### src/rtl/spi_flash_reader.sv
// SPI flash READ (03h) engine: sends command and 24-bit address, then streams
// the returned bytes out as a valid-strobed byte stream. CS is active-high.
module spi_flash_reader #(
    parameter logic [7:0]  CMD        = 8'h03,
    parameter int unsigned GAP_CYCLES = 2
) (
    input  logic        clk,
    input  logic        reset,
    input  logic        req_valid,
    output logic        req_ready,
    input  logic [23:0] req_addr,
    input  logic [7:0]  req_len,
    input  logic        abort,
    output logic        busy,
    output logic        out_valid,
    output logic [7:0]  out_data,
    output logic        out_last,
    output logic        spi_cs,
    output logic        spi_sclk,
    output logic        spi_mosi,
    input  logic        spi_miso
);

    localparam logic [4:0] GAP_LAST = 5'(GAP_CYCLES - 1);

    typedef enum logic [2:0] {
        S_IDLE,
        S_CMD,
        S_ADDR,
        S_DATA,
        S_GAP
    } state_t;

    state_t      state;
    state_t      state_next;
    logic [4:0]  cnt;
    logic [31:0] pre_sh;
    logic [7:0]  rx_sh;
    logic [8:0]  remain;
    logic        miso_q;
    logic        accept;
    logic        byte_done;
    logic        gap_done;

    assign byte_done = (cnt[2:0] == 3'd7);
    assign gap_done  = (cnt == GAP_LAST);
    // The last GAP clock also accepts, so back-to-back requests see exactly
    // GAP_CYCLES deselect clocks between transactions.
    assign accept    = req_valid && ((state == S_IDLE) || ((state == S_GAP) && gap_done));

    always_ff @(posedge clk or posedge reset) begin
        if (reset) begin
            state <= S_IDLE;
        end else begin
            state <= state_next;
        end
    end

    always_comb begin
        state_next = state;
        case (state)
            S_IDLE: if (req_valid) state_next = S_CMD;
            S_CMD: begin
                if (abort) state_next = S_GAP;
                else if (cnt == 5'd7) state_next = S_ADDR;
            end
            S_ADDR: begin
                if (abort) state_next = S_GAP;
                else if (cnt == 5'd23) state_next = S_DATA;
            end
            S_DATA: begin
                if (abort) state_next = S_GAP;
                else if (byte_done && (remain == 9'd1)) state_next = S_GAP;
            end
            S_GAP: if (gap_done) state_next = accept ? S_CMD : S_IDLE;
            default: state_next = S_IDLE;
        endcase
    end

    // MISO is captured on the rising SCLK edge (falling clk) where it is stable.
    always_ff @(negedge clk or posedge reset) begin
        if (reset) begin
            miso_q <= 1'b0;
        end else begin
            miso_q <= spi_miso;
        end
    end

    always_ff @(posedge clk or posedge reset) begin
        if (reset) begin
            cnt       <= '0;
            pre_sh    <= '0;
            rx_sh     <= '0;
            remain    <= '0;
            out_valid <= 1'b0;
            out_last  <= 1'b0;
            out_data  <= '0;
        end else begin
            out_valid <= 1'b0;
            out_last  <= 1'b0;
            if (state != state_next) cnt <= '0;
            else                     cnt <= cnt + 5'd1;
            case (state)
                S_CMD, S_ADDR: pre_sh <= {pre_sh[30:0], 1'b0};
                S_DATA: begin
                    if (!abort) begin
                        rx_sh <= {rx_sh[6:0], miso_q};
                        if (byte_done) begin
                            out_valid <= 1'b1;
                            out_last  <= (remain == 9'd1);
                            out_data  <= {rx_sh[6:0], miso_q};
                            remain    <= remain - 9'd1;
                        end
                    end
                end
                default: ;
            endcase
            if (accept) begin
                pre_sh <= {CMD, req_addr};
                rx_sh  <= '0;
                remain <= (req_len == 8'd0) ? 9'd256 : {1'b0, req_len};
            end
        end
    end

    assign req_ready = (state == S_IDLE) && !reset;
    assign busy      = (state != S_IDLE);
    assign spi_cs    = (state == S_CMD) || (state == S_ADDR) || (state == S_DATA);
    assign spi_mosi  = ((state == S_CMD) || (state == S_ADDR)) ? pre_sh[31] : 1'b0;
    assign spi_sclk  = ~clk;

endmodule
### config.mk
export PLATFORM = sky130hd
export DESIGN_NAME = spi_flash_reader
export DESIGN_NICKNAME = d
export VERILOG_FILES = /design/src/rtl/spi_flash_reader.sv
export SDC_FILE = /design/constraint.sdc
export NUM_CORES = 1
export LEC_CHECK = 0
export ABC_AREA = 0
export CAP_MARGIN = 20
export CORE_MARGIN = 10
export CORE_UTILIZATION = 50
export DETAILED_ROUTE_END_ITERATION = 10
export GPL_TIMING_DRIVEN = 1
export PLACE_DENSITY = 0.76
export REMOVE_ABC_BUFFERS = 1
export SLEW_MARGIN = 10
export SYNTH_ARGS = -nofsm -noshare
export SYNTH_HDL_FRONTEND = slang
export SYNTH_SLANG_ARGS = --single-unit
### constraint.sdc
create_clock -name clk -period 4.9 [get_ports clk]
set_input_delay 0.98 -clock clk [delete_from_list [all_inputs] [get_ports clk]]
set_output_delay 0.98 -clock clk [all_outputs]
set_load 0.005 [all_outputs]
== After elaboration in Yosys (flattened, before gate mapping) ==
Cells that the tools add are included.
Widths: inputs -> output; s select.

* $mul: 0
* Add/subtract/negate cells: 2
* Multiplexer cells: 28
* Equality and inequality tests: 11
* Shift-type cells: 0
* Divide/modulo/power cells: 0
* Bitwise gates (word level): 2
* Magnitude comparators: 0
* Reductions and logical operators: 18

{| class="wikitable"
|+ Operators with widths
! kind !! number
|-
| $mux 32 || 2
|-
| $mux 9 || 5
|-
| $mux 3 || 8
|-
| $mux 7 || 3
|-
| $pmux 3 s5 || 1
|-
| $eq 9x1->1 const B || 1
|-
| $sub 9x1->9 const B || 1
|-
| $logic_not 8->1 || 1
|-
| $mux 1 || 8
|-
| $eq 3x2->1 const B || 2
|-
| $eq 3x3->1 const B || 2
|-
| $reduce_and 3->1 || 2
|-
| $reduce_bool 2->1 || 3
|-
| $add 5x1->5 const B || 1
|-
| $eq 5x1->1 const B || 1
|-
| $eq 5x3->1 const B || 1
|-
| $eq 5x5->1 const B || 1
|-
| $mux 5 || 1
|-
| $logic_and 1x1->1 || 4
|-
| $eq 3x1->1 const B || 1
|-
| $logic_not 3->1 || 1
|-
| $logic_or 1x1->1 || 3
|-
| $ne 3x3->1 || 1
|-
| $reduce_bool 3->1 || 1
|-
| 5 further kinds || 6
|}

* Input port bits: 37
* RAM bits: 0
* Output and inout bits: 15
* ROM bits: 0
* Bits in latches: 0
* Memories: 0
* Bits in registers: 67

== Longest topological paths before layout ==
Gate-level depths: netlist (run 1).

* Depth in word-level cells: 9
* Gate-level depth with buffers: 7
* Gate-level depth less buffers: 6

==> metrics.md, run 1 <==
| Metric | Value |
|---|---|
| Worst setup SP type | clock port |
| CTS tree | built |
| # setup viols final | 0 |
| Die X | ~100 um |
| Worst setup EP type | primary output |
| DIE AREA | between 0.009 and 0.01 mm^2 |
| Leakage | between 1.5 and 2 nW |
| Share of cells above drive strength 1 | 0.09315 |
| Iter 0 DRT Violations | 162 |
| Largest family of logic cells by synthesized area | simple AND/OR/NAND/NOR gates |
| Largest net degree at the start of global routing | 67 |
| Mux cell area share after synthesis | 0.09471 |
| RSZ-0062 raised after global routing | no |
| Final Max Tran Viols | 0 |
| Outcome | completed |
| Mapped Area | around 0.0032 mm^2 |
| Switching Power | 0.6617 mW |
| CTS max path bufs | 2 |
| Initial Utilization | 0.5262 |
| Pwr dens | roughly 490 mW/mm^2 |
| Die Y | about 100 um |
| First-pass GRT wire length | roughly 11 mm |
| TNS Setup | 0 ns |
| Synth warn | 0 |
| Place WS | between 0.9 and 1 ns |
| Post-synth EDFFs | 0 |
| WHS Endpoint | pre_sh[25] |
| Routed Antenna Nets | 0 |
| Worst hold margin | 0.4941 ns |
| Reg2Reg Setup Slack | between 1.5 and 2 ns |
| Core Util, Final | 0.6439 |
| CP max stage cell | clkdlybuf4s50_1 |
| Comb power frac | 0.343 |
| Hold Buf Count CTS | 0 |
| Clock Latency Late Sink | around 0.32 ns |
| Compound-gate portion of the synthesized area | 0.1279 |
| Pre-antenna DRT Iters | 4 |
| CP arrival | 3.32 ns |
| Synth area leaders | dfrtp_1 (52%), nand2_1 (7.7%), mux2i_1 (6.6%), o21ai_0 (4.4%), mux2_2 (2.8%) |
| # rows | 28 |
| Vias in the first global route | 2417 |
| Initial antenna violation count | 0 |
| Crit path from | clk |
| Adder-Cell Fraction of Synth Area | 0.01973 |
| Synth Register Bits | between 60 and 70 |
| Xor/xnor cell area share of the yosys netlist | 0.01381 |
| DRC errors left | 0 |
| CP Data Required Time | slightly below 4 ns |
| GPL Wtd Cong | between 0.8 and 0.9 |
| Vias per cell | roughly 5.4 |
| Ys flop type | dfrtp_1 |
| Mapped Cells | 313 |
| Worst slew pin tran | between 0.8 and 0.9 ns |
| Core Footprint | around 0.0060 mm^2 |
| Most common cell in the netlist | dfrtp_1 |
| Max VDD drop | 281.7 uV |
| Hold wc startpoint | pre_sh[24] |
| Internal power | ~1.2 mW |
| Crit path depth | 4 |
| Post-Synth Simple-Gate Area | 0.1748 |
| Share of the synthesized area in the top cell type | 0.5209 |
| Hold Path Class | register to register |
| Hold Path Stages | 2 |
| # Max-Cap Violations | 0 |
| Reg clk slew, reported paths | roughly 0.070 ns |
| Post-CTS resize count | 0 |
| Synth top cells by count | dfrtp_1 (66), nand2_1 (65), o21ai_0 (28) |
| CP Max Fanout | 10 |
| Power Total | between 1.5 and 2 mW |
| Area delta synth->final | 22.38% |
| Yosys cell types | 48 |
| Most used cell, CP | clkbuf_8 |
| GRT Resource Usage Total | 0.1339 |
| Syn_area_per_cell | 10.13 um^2 |
| Post-Route WL | 6.414 mm |
| Reg2reg start | miso_q |
| WL/cell | 14.58 um |
| I/O Pins | 52 |
| Rel. slew slack | 0.4464 |
| Ys async rst share | 1.000 |
| Final hold vios | 0 |
| Root buf cell | clkbuf_8 |
| DP HPWL | roughly 4.5 mm |
| Setup repair bufs after CTS | 0 |
| Max incr delay on CP | ~0.50 ns |
| Buffers & Inverters on Critical Path | 4 |
| # port buffers | between 50 and 60 |
| Nets | just over 400 |
| Reg power frac | 0.446 |
| Fin Clk Skew | between 0.008 and 0.009 ns |
| Register area share after synthesis | 0.5288 |
| Reg-to-Reg End | out_data[0] |
| Sw Ratio | 0.3490 |
| CTS buffer count | 9 |
| Diode count | 0 |
| Total gr overflow | 0 |
| Crit Path Class | clock port to primary output |
| Crit path max-delay family | buffers and inverters |
| H-tree levels | 3 |
| Worst Reg2Reg Path Length in Cells | 1 |
| Post-synth top area cell | dfrtp_1 |
| Clock power share | 0.211 |
| Routed vias | approximately 2400 |
| CP cell instances | clkbuf_8 > clkbuf_8 > inv_1 > clkdlybuf4s50_1 |
| PnR worst setup slack | between 0.6 and 0.7 ns |
[stage by stage]
| step | instance area, um^2 | cells |
|---|---|---|
| detailed placement | 3722 | 426 |
| global placement | 3722 | 426 |
| floorplan | 3073 | 295 |
| global route | 3880 | 440 |
| CTS | 3880 | 440 |
| finish | 3880 | 440 |
[cells in the final DEF, fill, tap and decap left out, drive strengths merged, types with 2 or more instances in the layout]
| master | n |
|---|---|
| nand2b | 3 |
| xor2 | 5 |
| o211ai | 4 |
| a21oi | 17 |
| nor4 | 6 |
| inv | 8 |
| clkbuf | 12 |
| nand2 | 65 |
| or4bb | 2 |
| ha | 5 |
| mux2i | 21 |
| nor3b | 2 |
| buf | 5 |
| mux2 | 8 |
| nor3 | 8 |
| nand4b | 2 |
| nand3 | 11 |
| a31o | 2 |
| o21a | 2 |
| clkdlybuf4s50 | 51 |
| or2 | 2 |
| nor2 | 6 |
| a22o | 2 |
| o21ai | 29 |
| dfrtp | 66 |
[worst max path at each step]
stage                to  slack (ns)
6_report       spi_sclk        0.60
3_5_place_dp     miso_q        0.90
4_1_cts        spi_sclk        0.56
5_1_grt        spi_sclk        0.56
2_1_floorplan    miso_q       -0.10
3_3_place_gp     miso_q        0.91
[routing by layer]
| layer | share of wire | track usage | routed length (um) |
|---|---|---|---|
| met5 | 0 | 0 | 0 |
| met4 | 0.013 | 0.05843 | 84 |
| met3 | 0.040 | 0.03253 | 255 |
| met2 | 0.47 | 0.2094 | 3005 |
| met1 | 0.48 | 0.1715 | 3069 |
[logic make-up (layout without fill, tap and decap cells)]
kind of cell    Yosys count  in the layout
compound gates           66             66
xor+xnor                  5              5
fa+ha+maj                 5              5
buf+inv                  26             78
flops                    67             67
mux                      29             29
simple gates            115            115
[power groups by stage]
stage                     clock network (mW)  registers (mW)  logic [mW]
after floorplan                      0.00467           0.821       0.475
after global placement                0.0200           0.846       0.641
after detailed placement              0.0200           0.854       0.655
after CTS                              0.414           0.844       0.657
after global routing                   0.434           0.872       0.740
final                                  0.400           0.845       0.651
[sequential cells by signal, indices dropped and copies added (netlist names)]
| register | flops |
|---|---|
| pre_sh | 32 |
| remain | 9 |
| out_data | 8 |
| rx_sh | 7 |
| cnt | 5 |
| state | 3 |
| miso_q | 1 |
| out_last | 1 |
| out_valid | 1 |
[tightest hold or removal path, cell delays in order, from the launching register on]
cell	delay [ns]
dfrtp_1	0.34
nand2_1	0.05
nand3_1	0.07
[cell type report]
class                      instances  area [um^2]
fill                             489         2146
sequential                        67         1677
multi-input combinational        220         1374
timing repair buffer              55        538.0
clock buffer                      13        155.1
tap                               75        93.84
inverter                           7        26.28
clock inverter                     3        16.27
Note: power is estimated with default switching activity, not from simulation.
==> run 2, diff against run 1 <==
Settings changed: CORE_UTILIZATION 50 to 57, PLACE_DENSITY 0.76 to 0.84.
==> run 2 against run 1 <==
  * First-iteration DRC count fell by 5.6%
  * Final cell count fell by 0.23%
  * Flip-flop and latch count did not move
  * Via count rose by 2.0%
  * Core utilization rose by 7.0 points
  * Critical path type unchanged
  * Critical endpoint unchanged
==> metrics.md, run 2 (synthesized netlist as in run 1, its figures left out) <==
| Metric | Value |
|---|---|
| Outcome | completed |
| Die X | 94.58 um (-5.1%) |
| Total gr overflow | 0 (unchanged) |
| Reg clk slew, reported paths | 0.06 ns (about the same) |
| Hold Path Class | register to register |
| Pwr dens | 492.0 mW/mm^2 (+0.68%) |
| Multi-input combinational cell area | 0.001374 mm^2 (unchanged) |
| Vias per cell | 5.533 (+2.2%) |
| Root buf cell | clkbuf_8 |
| CP Max Fanout | 10 (unchanged) |
| Final instance area | 0.003882 mm^2 (about the same) |
| CP Data Required Time | 3.92 ns (about the same) |
| Rel. slew slack | 0.3187 (-0.1277) |
| Power Total | 1.910 mW (+0.75%) |
| Routed Antenna Nets | 0 (unchanged) |
| First-pass GRT wire length | 11.25 mm (+1.5%) |
| Worst setup EP type | primary output |
| Fin Clk Skew | 0.01226 ns (+0.003573 ns) |
| Die Y | 94.58 um (-5.1%) |
| Commonest cells after routing, fill and taps aside | dfrtp_1 (66), nand2_1 (65), clkdlybuf4s50_1 (51) |
| Share of cells above drive strength 1 | 0.09264 (-0.0005076) |
| Top Registers | pre_sh: 32 flops, remain: 9 flops, out_data: 8 flops |
| RSZ-0062 raised after global routing | no |
| Max VDD drop | 353.5 uV (+25%) |
| CTS tree | built |
| Nets | 404 (unchanged) |
| WL/cell | 15.07 um (+3.4%) |
| Largest Register | pre_sh |
| Post-CTS resize count | 0 (unchanged) |
| Post-Route WL | 6.617 mm (+3.2%) |
| Hold Buf Count CTS | 0 (unchanged) |
| Clock Latency Late Sink | 0.34 ns (+0.02 ns) |
| Fillers | 421 (-14%) |
| # rows | 27 (-3.6%) |
| CTS max path bufs | 2 (unchanged) |
| Worst slew pin tran | 1.019 ns (+0.1890 ns) |
| # port buffers | 51 (unchanged) |
| Worst setup SP type | clock port |
| # Max-Cap Violations | 0 (unchanged) |
| FF+latch area | 0.001677 mm^2 (unchanged) |
| H-tree levels | 3 (unchanged) |
| CTS buffer count | 9 (unchanged) |
| DIE AREA | 0.008945 mm^2 (-9.9%) |
| Final hold vios | 0 (unchanged) |
| Most common cell after layout, fill and taps aside | dfrtp_1 |
| Vias in the first global route | 2562 (+6.0%) |
| Core Footprint | 0.005439 mm^2 (-9.7%) |
| Routed vias | 2429 (+2.0%) |
| DP HPWL | 4.650 mm (+2.9%) |
| Max FFs per register | 32 (unchanged) |
| Crit Path Class | clock port to primary output |
| GRT Resource Usage Total | 0.1570 (+0.02309) |
| Initial antenna violation count | 0 (unchanged) |
| Final Max Tran Viols | 0 (unchanged) |
| Placed cell area | 0.003719 mm^2 (-0.10%) |
| GPL Wtd Cong | 0.8686 (+7.8%) |
| Leakage | 1.752 nW (+0.86%) |
| Pre-antenna DRT Iters | 4 (unchanged) |
| # setup viols final | 0 (unchanged) |
| DRC errors left | 0 (unchanged) |
| Diode count | 0 (unchanged) |
| Initial Utilization | 0.5829 (+0.05677) |
| Largest net degree at the start of global routing | 67 (unchanged) |
| Setup repair bufs after CTS | 0 (unchanged) |
| Iter 0 DRT Violations | 153 (-5.6%) |
| CP arrival | 3.32 ns (about the same) |
| I/O Pins | 52 (unchanged) |
| Area delta synth->final | 22.45% (about the same) |
[run 2: area by class of cell]
cell class | instances | share of cell area
Multi-Input combinational cell | 220 | 0.3539
Clock buffer | 13 | 0.03996
Inverter | 7 | 0.006768
Timing Repair Buffer | 55 | 0.1386
Sequential cell | 67 | 0.4318
Tap cell | 72 | 0.02320
Clock inverter | 5 | 0.005801
[run 2: metrics by stage]
stage	hold slack, ns	setup WS (ns)	TNS (ns)	util	std cells
after floorplan	0.4639	-0.1049	-0.1049	-	295
after CTS	0.5019	0.5822	0	0.7138	439
after global placement	0.4784	0.9170	0	0.6837	423
after detailed placement	0.4882	0.9153	0	0.6837	423
after global routing	0.5273	0.5448	0	0.7138	439
final	0.4945	0.6013	0	0.7138	439
[run 2: metal layers]
metal / up-vias / global-route usage / part of all wire
met5: - / 0 / 0
met4: 0 / 0.07606 / 0.019
met3: 10 / 0.03807 / 0.045
met2: 49 / 0.2695 / 0.50
met1: 1176 / 0.1797 / 0.44
li1: 1194 / - / -
[run 2: final timing paths]
check | to | startpoint | cells after the start | slack [ns]
setup / recovery | spi_sclk | clk | 4 | 0.60
hold / removal | pre_sh[25] | pre_sh[25] | 2 | 0.49
setup reg to reg | out_data[0] | miso_q | 1 | 1.75
hold reg to reg | pre_sh[25] | pre_sh[25] | 2 | 0.49
max in group asynchronous | miso_q | reset | 2 | 1.56
min in group asynchronous | state[2] | reset | 3 | 1.29
[run 2: report_power, final]
| group | total [mW] | leakage (nW) | switching [mW] | internal, mW |
|---|---|---|---|---|
| clock | 0.409 | 0.103 | 0.200 | 0.209 |
| combinational | 0.656 | 0.782 | 0.351 | 0.305 |
| sequential | 0.845 | 0.868 | 0.123 | 0.722 |
| total | 1.91 | 1.75 | 0.674 | 1.24 |
[run 2: critical path, stage by stage]
cell and delay (ns):
clkbuf_8 0.16, clkbuf_8 0.16, inv_1 0.05, clkdlybuf4s50_1 0.50
